[config.mk]
export PLATFORM = sky130hd
export DESIGN_NAME = io_bus_responder_flat
export DESIGN_NICKNAME = d
export VERILOG_FILES = /design/src/rtl/io_bus_pkg.sv /design/src/rtl/io_bus_responder_if.sv /design/src/rtl/io_bus_responder_fifo.sv /design/src/rtl/io_bus_responder.sv /design/src/flat_wrapper.sv
export SDC_FILE = /design/constraint.sdc
export NUM_CORES = 1
export LEC_CHECK = 0
export ABC_AREA = 1
export BUFFER_PORTS_ARGS = -buffer_cell sky130_fd_sc_hd__buf_2
export CAP_MARGIN = 25
export CORE_MARGIN = 4
export CORE_UTILIZATION = 50
export CTS_CLUSTER_SIZE = 14
export DETAILED_ROUTE_END_ITERATION = 8
export PLACE_DENSITY = 0.76
export RECOVER_POWER = 50
export SLEW_MARGIN = 0
export SYNTH_ARGS = -nofsm -noshare
export SYNTH_HDL_FRONTEND = slang
export SYNTH_SLANG_ARGS = --single-unit
[constraint.sdc]
create_clock -name clk -period 3.15 [get_ports clk]
set_input_delay 0.315 -clock clk [delete_from_list [all_inputs] [get_ports clk]]
set_output_delay 0.315 -clock clk [all_outputs]
set_load 0.01 [all_outputs]
[src/rtl/io_bus_pkg.sv]
// Shared constants for the memory-mapped I/O responder:
// register offsets, FSM state encoding and STATUS bit positions.
package io_bus_pkg;

   localparam logic [3:0] OFF_OUT    = 4'h0;
   localparam logic [3:0] OFF_STATUS = 4'h1;
   localparam logic [3:0] OFF_IN     = 4'h2;
   localparam logic [3:0] OFF_TIMER  = 4'h3;

   typedef enum logic [1:0] {
      IDLE      = 2'd0,
      RESP      = 2'd1,
      WAIT_FULL = 2'd2
   } io_state_t;

   localparam int ST_FULL   = 0;
   localparam int ST_EMPTY  = 1;
   localparam int ST_PEND   = 2;
   localparam int ST_OVR    = 3;
   localparam int ST_CNT_LO = 4;
   localparam int ST_CNT_HI = 8;

endpackage

[src/rtl/io_bus_responder_if.sv]
// Data-memory bus as seen by an I/O target: request strobe,
// address/data from the control unit, registered reply and ready.
interface io_bus_responder_if #(
   parameter int DATA_W = 16
);

   logic              mem_e;
   logic              mem_w;
   logic [15:0]       mem_address;
   logic [DATA_W-1:0] mem_in;
   logic [DATA_W-1:0] mem_out;
   logic              io_sel;
   logic              io_ready;

   modport master (
      output mem_e, mem_w, mem_address, mem_in,
      input  mem_out, io_sel, io_ready
   );

   modport slave (
      input  mem_e, mem_w, mem_address, mem_in,
      output mem_out, io_sel, io_ready
   );

endinterface

[src/rtl/io_bus_responder_fifo.sv]
// sync_fifo_16: power-of-two synchronous FIFO with occupancy count
// and a head output that reads as zero while empty.
module sync_fifo_16 #(
   parameter int DEPTH = 4,
   parameter int W     = 16
) (
   input  logic                   clk,
   input  logic                   rst,
   input  logic                   push,
   input  logic [W-1:0]           push_data,
   input  logic                   pop,
   output logic                   full,
   output logic                   empty,
   output logic [$clog2(DEPTH):0] count,
   output logic [W-1:0]           head
);

   localparam int AW = $clog2(DEPTH);
   localparam int CW = AW + 1;

   logic [W-1:0]  mem [DEPTH];
   logic [AW-1:0] wr_ptr;
   logic [AW-1:0] rd_ptr;
   logic [CW-1:0] cnt;
   logic          do_push;
   logic          do_pop;

   assign full    = (cnt == CW'(DEPTH));
   assign empty   = (cnt == '0);
   assign do_push = push & ~full;
   assign do_pop  = pop & ~empty;
   assign count   = cnt;
   assign head    = empty ? '0 : mem[rd_ptr];

   always_ff @(posedge clk) begin
      if (do_push) begin
         mem[wr_ptr] <= push_data;
      end
   end

   // Pointers are AW bits wide, so wrap is the natural overflow.
   always_ff @(posedge clk) begin
      if (rst) begin
         wr_ptr <= '0;
         rd_ptr <= '0;
         cnt    <= '0;
      end else begin
         if (do_push) wr_ptr <= wr_ptr + AW'(1);
         if (do_pop)  rd_ptr <= rd_ptr + AW'(1);
         case ({do_push, do_pop})
            2'b10:   cnt <= cnt + CW'(1);
            2'b01:   cnt <= cnt - CW'(1);
            default: cnt <= cnt;
         endcase
      end
   end

endmodule

[src/rtl/io_bus_responder.sv]
// Memory-mapped I/O target: output FIFO, input holding register and
// an optional free-running timer (enabled by defining IO_TIMER_EN).
module io_bus_responder
   import io_bus_pkg::*;
#(
   parameter logic [15:0] BASE_ADDR  = 16'hFF00,
   parameter int          FIFO_DEPTH = 4,
   parameter int          DATA_W     = 16
) (
   input  logic              clk,
   input  logic              rst,
   io_bus_responder_if.slave bus,
   output logic [DATA_W-1:0] out_data,
   output logic              out_valid,
   input  logic              out_ack,
   input  logic [DATA_W-1:0] in_data,
   input  logic              in_valid
);

   localparam int CW = $clog2(FIFO_DEPTH) + 1;

   io_state_t         state;
   logic [DATA_W-1:0] mem_out_q;
   logic [DATA_W-1:0] wdata_q;
   logic [DATA_W-1:0] rdata;
   logic [DATA_W-1:0] status;
   logic [DATA_W-1:0] timer_val;

   logic              hit;
   logic              accept;
   logic [3:0]        off;
   logic              rd_status;
   logic              rd_in;

   logic              fifo_push;
   logic [DATA_W-1:0] fifo_wdata;
   logic              fifo_full;
   logic              fifo_empty;
   logic [CW-1:0]     fifo_count;

   logic [DATA_W-1:0] in_word;
   logic              in_pending;
   logic              overrun;

   assign off    = bus.mem_address[3:0];
   assign hit    = bus.mem_e &
                   (bus.mem_address[15:4] == BASE_ADDR[15:4]);
   assign accept = hit & (state == IDLE);

   assign bus.io_sel   = hit;
   assign bus.io_ready = (state == RESP);
   assign bus.mem_out  = mem_out_q;

   assign rd_status = accept & ~bus.mem_w & (off == OFF_STATUS);
   assign rd_in     = accept & ~bus.mem_w & (off == OFF_IN);

   // A stalled OUT write is retried from the captured word.
   assign fifo_push = (state == WAIT_FULL) ? ~fifo_full
                    : accept & bus.mem_w & (off == OFF_OUT) & ~fifo_full;
   assign fifo_wdata = (state == WAIT_FULL) ? wdata_q : bus.mem_in;
   assign out_valid  = ~fifo_empty;

   sync_fifo_16 #(
      .DEPTH (FIFO_DEPTH),
      .W     (DATA_W)
   ) u_fifo (
      .clk       (clk),
      .rst       (rst),
      .push      (fifo_push),
      .push_data (fifo_wdata),
      .pop       (out_ack),
      .full      (fifo_full),
      .empty     (fifo_empty),
      .count     (fifo_count),
      .head      (out_data)
   );

   always_comb begin
      status = '0;
      status[ST_FULL]  = fifo_full;
      status[ST_EMPTY] = fifo_empty;
      status[ST_PEND]  = in_pending;
      status[ST_OVR]   = overrun;
      status[ST_CNT_HI:ST_CNT_LO] = 5'(fifo_count);
   end

   always_comb begin
      rdata = '0;
      case (off)
         OFF_STATUS: rdata = status;
         OFF_IN:     rdata = in_word;
         OFF_TIMER:  rdata = timer_val;
         default:    rdata = '0;
      endcase
   end

`ifdef IO_TIMER_EN
   logic [DATA_W-1:0] timer;
   logic              wr_timer;

   assign wr_timer  = accept & bus.mem_w & (off == OFF_TIMER);
   assign timer_val = timer;

   // The load counts in the same edge, so the next cycle sees mem_in + 1.
   always_ff @(posedge clk) begin
      if (rst) begin
         timer <= '0;
      end else if (wr_timer) begin
         timer <= bus.mem_in + DATA_W'(1);
      end else begin
         timer <= timer + DATA_W'(1);
      end
   end
`else
   assign timer_val = '0;
`endif

   // A word arriving with an IN read is kept; the read consumed the old one.
   always_ff @(posedge clk) begin
      if (rst) begin
         in_word    <= '0;
         in_pending <= 1'b0;
         overrun    <= 1'b0;
      end else begin
         if (in_valid) begin
            in_word    <= in_data;
            in_pending <= 1'b1;
         end else if (rd_in) begin
            in_pending <= 1'b0;
         end
         if (rd_status) overrun <= 1'b0;
         if (in_valid & in_pending & ~rd_in) overrun <= 1'b1;
      end
   end

   always_ff @(posedge clk) begin
      if (rst) begin
         state     <= IDLE;
         mem_out_q <= '0;
         wdata_q   <= '0;
      end else begin
         unique case (state)
            IDLE: begin
               if (hit) begin
                  wdata_q <= bus.mem_in;
                  if (bus.mem_w & (off == OFF_OUT) & fifo_full) begin
                     state <= WAIT_FULL;
                  end else begin
                     state     <= RESP;
                     mem_out_q <= bus.mem_w ? '0 : rdata;
                  end
               end
            end
            RESP: begin
               state <= IDLE;
            end
            WAIT_FULL: begin
               if (~fifo_full) begin
                  state     <= RESP;
                  mem_out_q <= '0;
               end
            end
            default: begin
               state <= IDLE;
            end
         endcase
      end
   end

endmodule

[src/flat_wrapper.sv]
// flat-port wrapper written by rule: the top's interface ports become plain ports
module io_bus_responder_flat import io_bus_pkg::*;
#(
   parameter logic [15:0] BASE_ADDR  = 16'hFF00,
   parameter int          FIFO_DEPTH = 4,
   parameter int          DATA_W     = 16
)
  (clk, rst, out_data, out_valid, out_ack, in_data, in_valid, bus_mem_e, bus_mem_w, bus_mem_address, bus_mem_in, bus_mem_out, bus_io_sel, bus_io_ready);
  io_bus_responder_if #(.DATA_W(DATA_W)) bus_i ();
  input  logic clk;
  input  logic rst;
  output logic [DATA_W-1:0] out_data;
  output logic out_valid;
  input  logic out_ack;
  input  logic [DATA_W-1:0] in_data;
  input  logic in_valid;
  input wire logic [$bits(bus_i.mem_e)-1:0] bus_mem_e;
  input wire logic [$bits(bus_i.mem_w)-1:0] bus_mem_w;
  input wire logic [$bits(bus_i.mem_address)-1:0] bus_mem_address;
  input wire logic [$bits(bus_i.mem_in)-1:0] bus_mem_in;
  output wire logic [$bits(bus_i.mem_out)-1:0] bus_mem_out;
  output wire logic [$bits(bus_i.io_sel)-1:0] bus_io_sel;
  output wire logic [$bits(bus_i.io_ready)-1:0] bus_io_ready;
  assign bus_i.mem_e = bus_mem_e;
  assign bus_i.mem_w = bus_mem_w;
  assign bus_i.mem_address = bus_mem_address;
  assign bus_i.mem_in = bus_mem_in;
  assign bus_mem_out = bus_i.mem_out;
  assign bus_io_sel = bus_i.io_sel;
  assign bus_io_ready = bus_i.io_ready;
  io_bus_responder #(.BASE_ADDR(BASE_ADDR), .FIFO_DEPTH(FIFO_DEPTH), .DATA_W(DATA_W)) u_core (.clk(clk), .rst(rst), .bus(bus_i), .out_data(out_data), .out_valid(out_valid), .out_ack(out_ack), .in_data(in_data), .in_valid(in_valid));
endmodule
==> summary.log, run 1 <==
INFO  placed_design  gp_congestion=0.822
INFO  final_layout   finalNetCount=734
INFO  sta            setup-tns-final=0ns
INFO  sta            rsz0062_at_grt=false
INFO  worst_setup_path worst-setup-path-type=reg2out
INFO  sta            max-slew-margin-rel=18.2%
INFO  sta            final.setup_skew=0.00918ns
INFO  global_route   global_route.peak_usage_layer=met2
INFO  synthesis      netlist_top_cells_count=sky130_fd_sc_hd__nor2_1 (118), sky130_fd_sc_hd__o21ai_0 (84), sky130_fd_sc_hd__edfxtp_1 (64), sky130_fd_sc_hd__dfxtp_1 (61), sky130_fd_sc_hd__nand2_1 (57)
INFO  worst_setup_path reg2reg_setup_slack=0.69ns
INFO  global_route   grt_max_degree=33
INFO  clock_tree     htree_num_levels=4
INFO  clock_tree     cts.clk_slew.worst_paths=0.06ns
INFO  die            core-area=10300um^2
INFO  clock_tree     cts-root-to-sink-buffers=2
INFO  global_route   gr-usage-met3=5.46%
INFO  global_route   grt_use_met2=34.8%
INFO  min_path       min_delay_path_depth=3
INFO  route          wl_per_cell=14.9um
INFO  final_layout   layout.core_utilization=62.0%
INFO  worst_setup_path timing.critical_path.slowest_stage_cell=sky130_fd_sc_hd__dfxtp_1
INFO  min_path       min-delay-path-class=in2reg
INFO  global_route   groute.layer.met1.usage=24.3%
INFO  worst_setup_path timing.critical_path.mode_cell=sky130_fd_sc_hd__nor2_1
INFO  global_route   grt.total_usage=20.3%
INFO  global_route   grt_pass1_wl=20000um
INFO  final_layout   layout-drive-gt1-share=18.0%
INFO  die            dieWidth=111um
INFO  clock_tree     cts_num_sinks=125
INFO  placed_design  port_buffers=88
INFO  synthesis      synth.cell_area=5290um^2
INFO  route          route.antenna.remaining_nets=0
INFO  sta            postLayoutSetupSlackWorst=0.629ns
INFO  worst_setup_path critical_path.n_buffers_inverters=2
INFO  global_route   overflow=0
INFO  synthesis      arithmetic_cell_share_of_the_synthesized_area_counting_full_adders_half_adders_and_majority_gates=1.56%
INFO  clock_tree     cts_root_buf=sky130_fd_sc_hd__clkbuf_8
INFO  sta            post-route-min-period=2.52ns
INFO  route          wirelength=12200um
INFO  worst_setup_path worstSetupEndpointType=output port
INFO  final_layout   layoutNonFillerInstCount=823
INFO  worst_setup_path max_stage_delay=0.71ns
INFO  synthesis      synth_most_common_cell=sky130_fd_sc_hd__nor2_1
INFO  clock_tree     worst_skew_pair.late_latency=0.52ns
INFO  clock_tree     post_cts_buffers=0
INFO  clock_tree     holdBufCountCts=0
INFO  synthesis      post-synth-top-area-cell=sky130_fd_sc_hd__edfxtp_1
INFO  worst_setup_path startpoint_type=flip-flop
INFO  synthesis      synth_sequential_area_ratio=59.5%
INFO  clock_tree     cts_made_buffers=17
INFO  final_layout   n_fill_cell=871
INFO  power_and_ir_drop worst_ir_drop_vdd=0.351mV
INFO  worst_setup_path r2r.worst_path.cells=10
INFO  synthesis      synth_compound_area_share=13.0%
INFO  die            initial_utilization=51.2%
INFO  route          route.detailed.drc=0
INFO  synthesis      number_of_flops_mapped_to_enable_cells_by_yosys=64
INFO  sta            final_number_of_max_transition_violations=0
INFO  synthesis      number_of_distinct_library_cell_variants_in_the_gate_level_netlist_after_synthesis=28
INFO  sta            fmaxAchievable=397MHz
INFO  die            die-area=12300um^2
INFO  sta            finalSetupViolations=0
INFO  route          drt-vias-per-instance=5.22
INFO  synthesis      yosys-mux-area-fraction=0%
INFO  placed_design  dpl-instance-area=5860um^2
INFO  sta            slew_of_the_pin_with_the_lowest_slew_margin=1.23ns
INFO  min_path       terminating_pin_of_the_worst_hold_path=u_core.in_word[2]$_SDFFE_PP0P_
INFO  worst_setup_path path_max_fanout=18
INFO  worst_setup_path arrival=2.21ns
INFO  synthesis      synthesis.nets=643
INFO  synthesis      postSynth.topFlopCell=sky130_fd_sc_hd__edfxtp_1
INFO  placed_design  placed_cells_incl_taps=791
INFO  sta            hold_viol=0
INFO  run            max_cap_violations=0
INFO  placed_design  place_ws=0.702ns
INFO  global_route   number_of_global_route_vias_before_repair=4158
INFO  route          dr.first_iter.drc_count=286
INFO  outcome        status=finished, final reports clean
INFO  route          via_count=4292
INFO  route          drt_pre_antenna_iters=5
INFO  synthesis      synth_area_per_cell=9.07um^2
INFO  synthesis      synth_warnings=0
INFO  min_path       timing.hold.worst.start=in_data[2]
INFO  synthesis      synth_top_cells_by_area=sky130_fd_sc_hd__edfxtp_1 (36%), sky130_fd_sc_hd__dfxtp_1 (23%), sky130_fd_sc_hd__nor2_1 (8.4%)
INFO  placed_design  place.detailed.hpwl=8020um
INFO  synthesis      async_reset_ff_share=0%
INFO  worst_setup_path crit_path_cell_trace=buf_4, nor2_1, nor2_1, o21ai_0, a21oi_1, buf_2
INFO  synthesis      yosys_register_bits=125
INFO  synthesis      synth_largest_type_area_fraction=36.4%
INFO  global_route   initial_antenna_violation_count=0
INFO  synthesis      synthSimpleGateAreaFrac=19.9%
INFO  final_layout   antenna-diode-count=0
INFO  final_layout   final_area=6400um^2
INFO  worst_setup_path rr_startpoint=u_core.u_fifo.count[2]$_SDFFE_PP0P_
INFO  worst_setup_path terminus_of_the_critical_flop_to_flop_path=u_core.u_fifo.count[2]$_SDFFE_PP0P_
INFO  worst_setup_path timing.critical_path.max_delay_family=flip-flops
INFO  synthesis      synth_cells=583
INFO  die            dieHeight=111um
INFO  synthesis      yosys.area_share.xor_xnor=0%
INFO  sta            layout_worst_path_cycle_share=80.0%
INFO  clock_tree     cts_tree=built
INFO  power_and_ir_drop power_density_over_the_cells=601nW/um^2
INFO  die            num_rows=37
INFO  power_and_ir_drop leakage=0.00252uW
INFO  worst_setup_path worst_ep_required_time=2.83ns
INFO  final_layout   layout-area-overhead-vs-synth=21.1%
INFO  clock_tree     cts_repair_resize_count=0
INFO  die            pin_count=89
INFO  synthesis      largest_family_of_logic_cells_by_synthesized_area=simple AND/OR/NAND/NOR gates
routing by layer:
layer	share of wire [%]	vias up
met5	0	-
met4	1.7	0
met1	41	1989
met2	52	142
met3	5.4	23
li1	-	2138
sequential cells by signal (all words and copies together) (netlist names), 2 cells and up, named ones only:
signal and count:
u_core.u_fifo.mem 64, u_core.bus.mem_out 16, u_core.in_word 16, u_core.wdata_q 16, u_core.u_fifo.count 3, u_core.state 2, u_core.u_fifo.rd_ptr 2, u_core.u_fifo.wr_ptr 2
how the worst max path moves through the flow:
stage                              from                                   to  depth (start not counted)
finish                        flip-flop                          out_data[5]                          6
global route                  flip-flop                          out_data[7]                          6
CTS                           flip-flop                          out_data[7]                          6
detailed placement  bus_mem_address[15]  u_core.u_fifo.count[2]$_SDFFE_PP0P_                         15
global placement    bus_mem_address[15]  u_core.u_fifo.count[2]$_SDFFE_PP0P_                         15
floorplan            bus_mem_address[5]    u_core.u_fifo.mem[0][0]$_DFFE_PP_                          7
worst register-to-register path, stage by stage (launching register included):
cell	delay, ns
sky130_fd_sc_hd__dfxtp_1	0.40
sky130_fd_sc_hd__inv_1	0.12
sky130_fd_sc_hd__nor3_4	0.23
sky130_fd_sc_hd__inv_1	0.14
sky130_fd_sc_hd__nand2_1	0.17
sky130_fd_sc_hd__ha_1	0.17
sky130_fd_sc_hd__inv_1	0.08
sky130_fd_sc_hd__fa_1	0.46
sky130_fd_sc_hd__o21ai_0	0.27
sky130_fd_sc_hd__o21ai_0	0.14
sky130_fd_sc_hd__a21oi_1	0.20
report_power, final:
| part | internal, uW | switching, uW |
|---|---|---|
| registers | 1720 | 6.22 |
| clock network | 1240 | 763 |
| logic | 45.7 | 74.5 |
| total | 3010 | 844 |
kinds of logic after synthesis:
family                   after synthesis
flip-flops                           125
buffers and inverters                 81
adder cells (fa/ha/maj)                6
AND/OR/NAND/NOR                      236
AO/OA/AOI/OAI                        135
placed cells by master, fill, tap and decap left out, types with 2 or more instances in the layout:
cell type and count:
sky130_fd_sc_hd__nor2_1 123, sky130_fd_sc_hd__o21ai_0 84, sky130_fd_sc_hd__buf_2 70, sky130_fd_sc_hd__edfxtp_1 64
sky130_fd_sc_hd__dfxtp_1 61, sky130_fd_sc_hd__nand2_1 58, sky130_fd_sc_hd__inv_1 53, sky130_fd_sc_hd__a21oi_1 50
sky130_fd_sc_hd__nand3_1 29, sky130_fd_sc_hd__clkbuf_1 20, sky130_fd_sc_hd__clkbuf_16 16, sky130_fd_sc_hd__nand4_1 11
sky130_fd_sc_hd__buf_4 7, sky130_fd_sc_hd__ha_1 5, sky130_fd_sc_hd__inv_6 5, sky130_fd_sc_hd__nor2_2 4
sky130_fd_sc_hd__nor3_2 3, sky130_fd_sc_hd__nand2_2 3, sky130_fd_sc_hd__bufinv_16 3, sky130_fd_sc_hd__inv_8 3
sky130_fd_sc_hd__clkinv_4 2, sky130_fd_sc_hd__clkinvlp_4 2
layout make-up:
class / count / area, um^2 / area share [%]
flip-flops and latches: 125 / 3140 / 49.1
inverters: 56 / 211 / 3.30
clock buffers: 17 / 414 / 6.47
clock inverters: 15 / 200 / 3.13
repair buffers: 97 / 478 / 7.47
multi-input cells: 377 / 1780 / 27.9
well taps: 136 / 170 / 2.66
metrics by stage:
stage	hold WS [ns]	power, uW
finish	0.0229	3850
global route	0.00442	3980
CTS	0.00128	3880
detailed placement	0.438	1880
global placement	0.432	1880
floorplan	0.384	1830
Note: power is estimated with default switching activity, not from simulation.
==> run 2, diff against run 1 <==
PLACE_DENSITY = 0.79   (was 0.76)
clock period = 2.3 ns   (was 3.15 ns; I/O delays follow)
==> run 2 against run 1 <==
Wire length increased by 1.1%. Largest power group unchanged. Critical path type is now reg2reg. Highest routed layer is now met5. Die area unchanged. Clock skew decreased by 0.0020 ns. Largest cell class unchanged.
==> summary.log, run 2 (same netlist as run 1, synthesis figures left out) <==
INFO  die            initial_utilization=51.2% [unchanged]
INFO  die            dieWidth=111um [unchanged]
INFO  die            num_rows=37 [unchanged]
INFO  placed_design  port_buffers=88 [unchanged]
INFO  power_and_ir_drop power_density_over_the_cells=777nW/um^2 [was 601 nW/um^2]
INFO  die            core-area=10300um^2 [unchanged]
INFO  final_layout   max_ffs_per_register=64 [unchanged]
INFO  clock_tree     cts_root_buf=sky130_fd_sc_hd__clkbuf_8 [unchanged]
INFO  worst_setup_path worstSetupEndpointType=flip-flop [was output port]
INFO  route          drt_pre_antenna_iters=5 [unchanged]
INFO  route          dr.first_iter.drc_count=326 [was 286]
INFO  power_and_ir_drop leakage=0.00258uW [was 0.00252 uW]
INFO  route          route.antenna.remaining_nets=0 [unchanged]
INFO  worst_setup_path worst_ep_required_time=2.69ns [was 2.83 ns]
INFO  power_and_ir_drop power.share.sequential=46.8% [was 45.0%]
INFO  final_layout   finalNetCount=750 [was 734]
INFO  sta            setup-tns-final=0ns [unchanged]
INFO  run            max_cap_violations=0 [unchanged]
INFO  global_route   grt.total_usage=20.0% [was 20.3%]
INFO  power_and_ir_drop p_int=3830uW [was 3010 uW]
INFO  die            dieHeight=111um [unchanged]
INFO  clock_tree     cts_tree=built [unchanged]
INFO  final_layout   layout.cells.most_common=sky130_fd_sc_hd__nor2_1 [unchanged]
INFO  route          drt-vias-per-instance=5.36 [was 5.22]
INFO  clock_tree     cts_num_sinks=125 [unchanged]
INFO  final_layout   register_with_the_most_flip_flops=u_core.u_fifo.mem [unchanged]
INFO  sta            layout_worst_path_cycle_share=93.7%
INFO  power_and_ir_drop worst_ir_drop_vdd=0.485mV [was 0.351 mV]
INFO  placed_design  gp_congestion=0.873 [was 0.822]
INFO  min_path       min-delay-path-class=in2reg [unchanged]
INFO  clock_tree     cts.clk_slew.worst_paths=0.06ns [about the same]
INFO  final_layout   layout_common_cells=sky130_fd_sc_hd__nor2_1 (121), sky130_fd_sc_hd__o21ai_0 (84), sky130_fd_sc_hd__buf_2 (70), sky130_fd_sc_hd__edfxtp_1 (64), sky130_fd_sc_hd__dfxtp_1 (60) [was sky130_fd_sc_hd__nor2_1 (123), sky130_fd_sc_hd__o21ai_0 (84), sky130_fd_sc_hd__buf_2 (70), sky130_fd_sc_hd__edfxtp_1 (64), sky130_fd_sc_hd__dfxtp_1 (61)]
INFO  sta            fmaxAchievable=464MHz
INFO  global_route   overflow=0 [unchanged]
INFO  sta            final.setup_skew=0.00723ns [was 0.00918 ns]
INFO  die            die-area=12300um^2 [unchanged]
INFO  worst_setup_path timing.critical_path.slowest_stage_cell=sky130_fd_sc_hd__fa_1 [was sky130_fd_sc_hd__dfxtp_1]
INFO  power_and_ir_drop switchingPower=1230uW [was 844 uW]
INFO  placed_design  place.detailed.hpwl=8010um [was 8020 um]
INFO  global_route   number_of_global_route_vias_before_repair=4345 [was 4158]
INFO  worst_setup_path arrival=2.55ns [was 2.21 ns]
INFO  sta            finalSetupViolations=0 [unchanged]
INFO  sta            rsz0062_at_grt=false [unchanged]
INFO  power_and_ir_drop switching_share=24.2% [was 21.9%]
INFO  route          wirelength=12400um [was 12200 um]
INFO  route          wl_per_cell=14.7um [was 14.9 um]
INFO  power_and_ir_drop p_comb_share=3.6% [was 3.1%]
INFO  worst_setup_path worst-setup-path-type=reg2reg [was reg2out]
INFO  route          via_count=4504 [was 4292]
INFO  route          route.detailed.drc=0 [unchanged]
INFO  worst_setup_path startpoint_type=flip-flop [unchanged]
INFO  global_route   initial_antenna_violation_count=1 [was 0]
INFO  sta            post-route-min-period=2.16ns
INFO  final_layout   layout.core_utilization=63.1% [was 62.0%]
INFO  sta            final_number_of_max_transition_violations=0 [unchanged]
INFO  sta            slew_of_the_pin_with_the_lowest_slew_margin=1.17ns [was 1.23 ns]
INFO  sta            hold_viol=0 [unchanged]
INFO  clock_tree     htree_num_levels=4 [unchanged]
INFO  global_route   grt_pass1_wl=19900um [was 20000 um]
INFO  final_layout   layout-drive-gt1-share=19.2% [was 18.0%]
INFO  power_and_ir_drop clock_power_share=49.6% [was 51.9%]
INFO  global_route   grt_max_degree=33 [unchanged]
INFO  clock_tree     cts_made_buffers=17 [unchanged]
INFO  worst_setup_path max_stage_delay=0.44ns [was 0.71 ns]
INFO  clock_tree     worst_skew_pair.late_latency=0.51ns [was 0.52 ns]
INFO  final_layout   layout-area-overhead-vs-synth=23.2% [was 21.1%]
INFO  die            pin_count=89 [unchanged]
INFO  worst_setup_path crit_path_cell_trace=inv_2, nor3_4, inv_2, nand2_2, ha_1, inv_1, fa_1, a21oi_1, o21ai_0, o21ai_0, a21oi_1 [was buf_4, nor2_1, nor2_1, o21ai_0, a21oi_1, buf_2]
INFO  sta            max-slew-margin-rel=22.2% [was 18.2%]
INFO  clock_tree     cts-root-to-sink-buffers=2 [unchanged]
INFO  worst_setup_path path_max_fanout=5 [was 18]
INFO  outcome        status=finished, final reports clean [unchanged]
==> run 2: cell types whose count changed in the layout (fill, tap and decap cells not counted), moves of 3 or more <==
cell / change
sky130_fd_sc_hd__clkbuf_2: +4
sky130_fd_sc_hd__dlygate4sd3_1: +9
sky130_fd_sc_hd__clkinv_8: +3
sky130_fd_sc_hd__bufinv_16: -3
==> run 2: repair_timing <==
item / 4_1_cts / 5_1_grt
pin swaps: 1 / 1
hold buffers: 9 / 0
hold endpoints to repair: 11 / 0
setup endpoints to repair: 1 / 1
gates resized for setup: 1 / 2
setup buffers: 1 / 2
==> run 2: power groups by stage <==
stage	registers (uW)	logic [uW]	clock network (uW)
after floorplan	2410	86.2	0
after global placement	2420	157	0
after detailed placement	2420	165	0
after CTS	2370	178	2540
after global routing	2370	203	2650
final	2370	181	2510
==> run 2: worst paths after layout <==
check,startpoint,end,slack (ns),depth (start not counted)
setup / recovery,u_core.u_fifo.count[2]$_SDFFE_PP0P_,u_core.u_fifo.count[2]$_SDFFE_PP0P_,0.14,11
hold / removal,bus_mem_in[1],u_core.wdata_q[1]$_SDFFE_PP0N_,0.02,3
setup reg to reg,u_core.u_fifo.count[2]$_SDFFE_PP0P_,u_core.u_fifo.count[2]$_SDFFE_PP0P_,0.14,11
hold reg to reg,u_core.wdata_q[7]$_SDFFE_PP0N_,u_core.wdata_q[7]$_SDFFE_PP0N_,0.45,2
==> run 2: metrics by stage <==
step	instances	worst slack, ns	area (um^2)	power, uW	hold WS, ns
2_1_floorplan	583	0.188	5290	2500	0.299
3_3_place_gp	795	0.190	5890	2570	0.431
3_5_place_dp	795	-0.0389	5890	2580	0.440
4_1_cts	837	0.0478	6560	5090	0.00245
5_1_grt	839	0.0172	6510	5220	0.0203
6_report	840	0.145	6510	5060	0.0194
==> run 2: final cells by class <==
class / count / area, um^2
Antenna cell: 1 / 2.50
Clock buffer: 17 / 414
Clock inverter: 15 / 163
Fill cell: 818 / 3810
Inverter: 56 / 215
Multi-Input combinational cell: 377 / 1790
Sequential cell: 125 / 3140
Tap cell: 136 / 170
Timing Repair Buffer: 113 / 607
==> run 2: layer usage <==
metal | track usage [%] | part of all wire, %
met4 | 10.0 | 1.9
met5 | 0 | 0.11
met3 | 5.24 | 7.6
met2 | 34.5 | 50
met1 | 22.8 | 40
==> run 2: critical path: cells and delay by family (launching register included) <==
| family | cells | cell delay, ns |
|---|---|---|
| AOI/OAI and AO/OA | 4 | 0.54 |
| buffers and inverters | 3 | 0.22 |
| and+or+nand+nor | 2 | 0.32 |
| adders and majority gates | 2 | 0.60 |
| DFF | 1 | 0.36 |
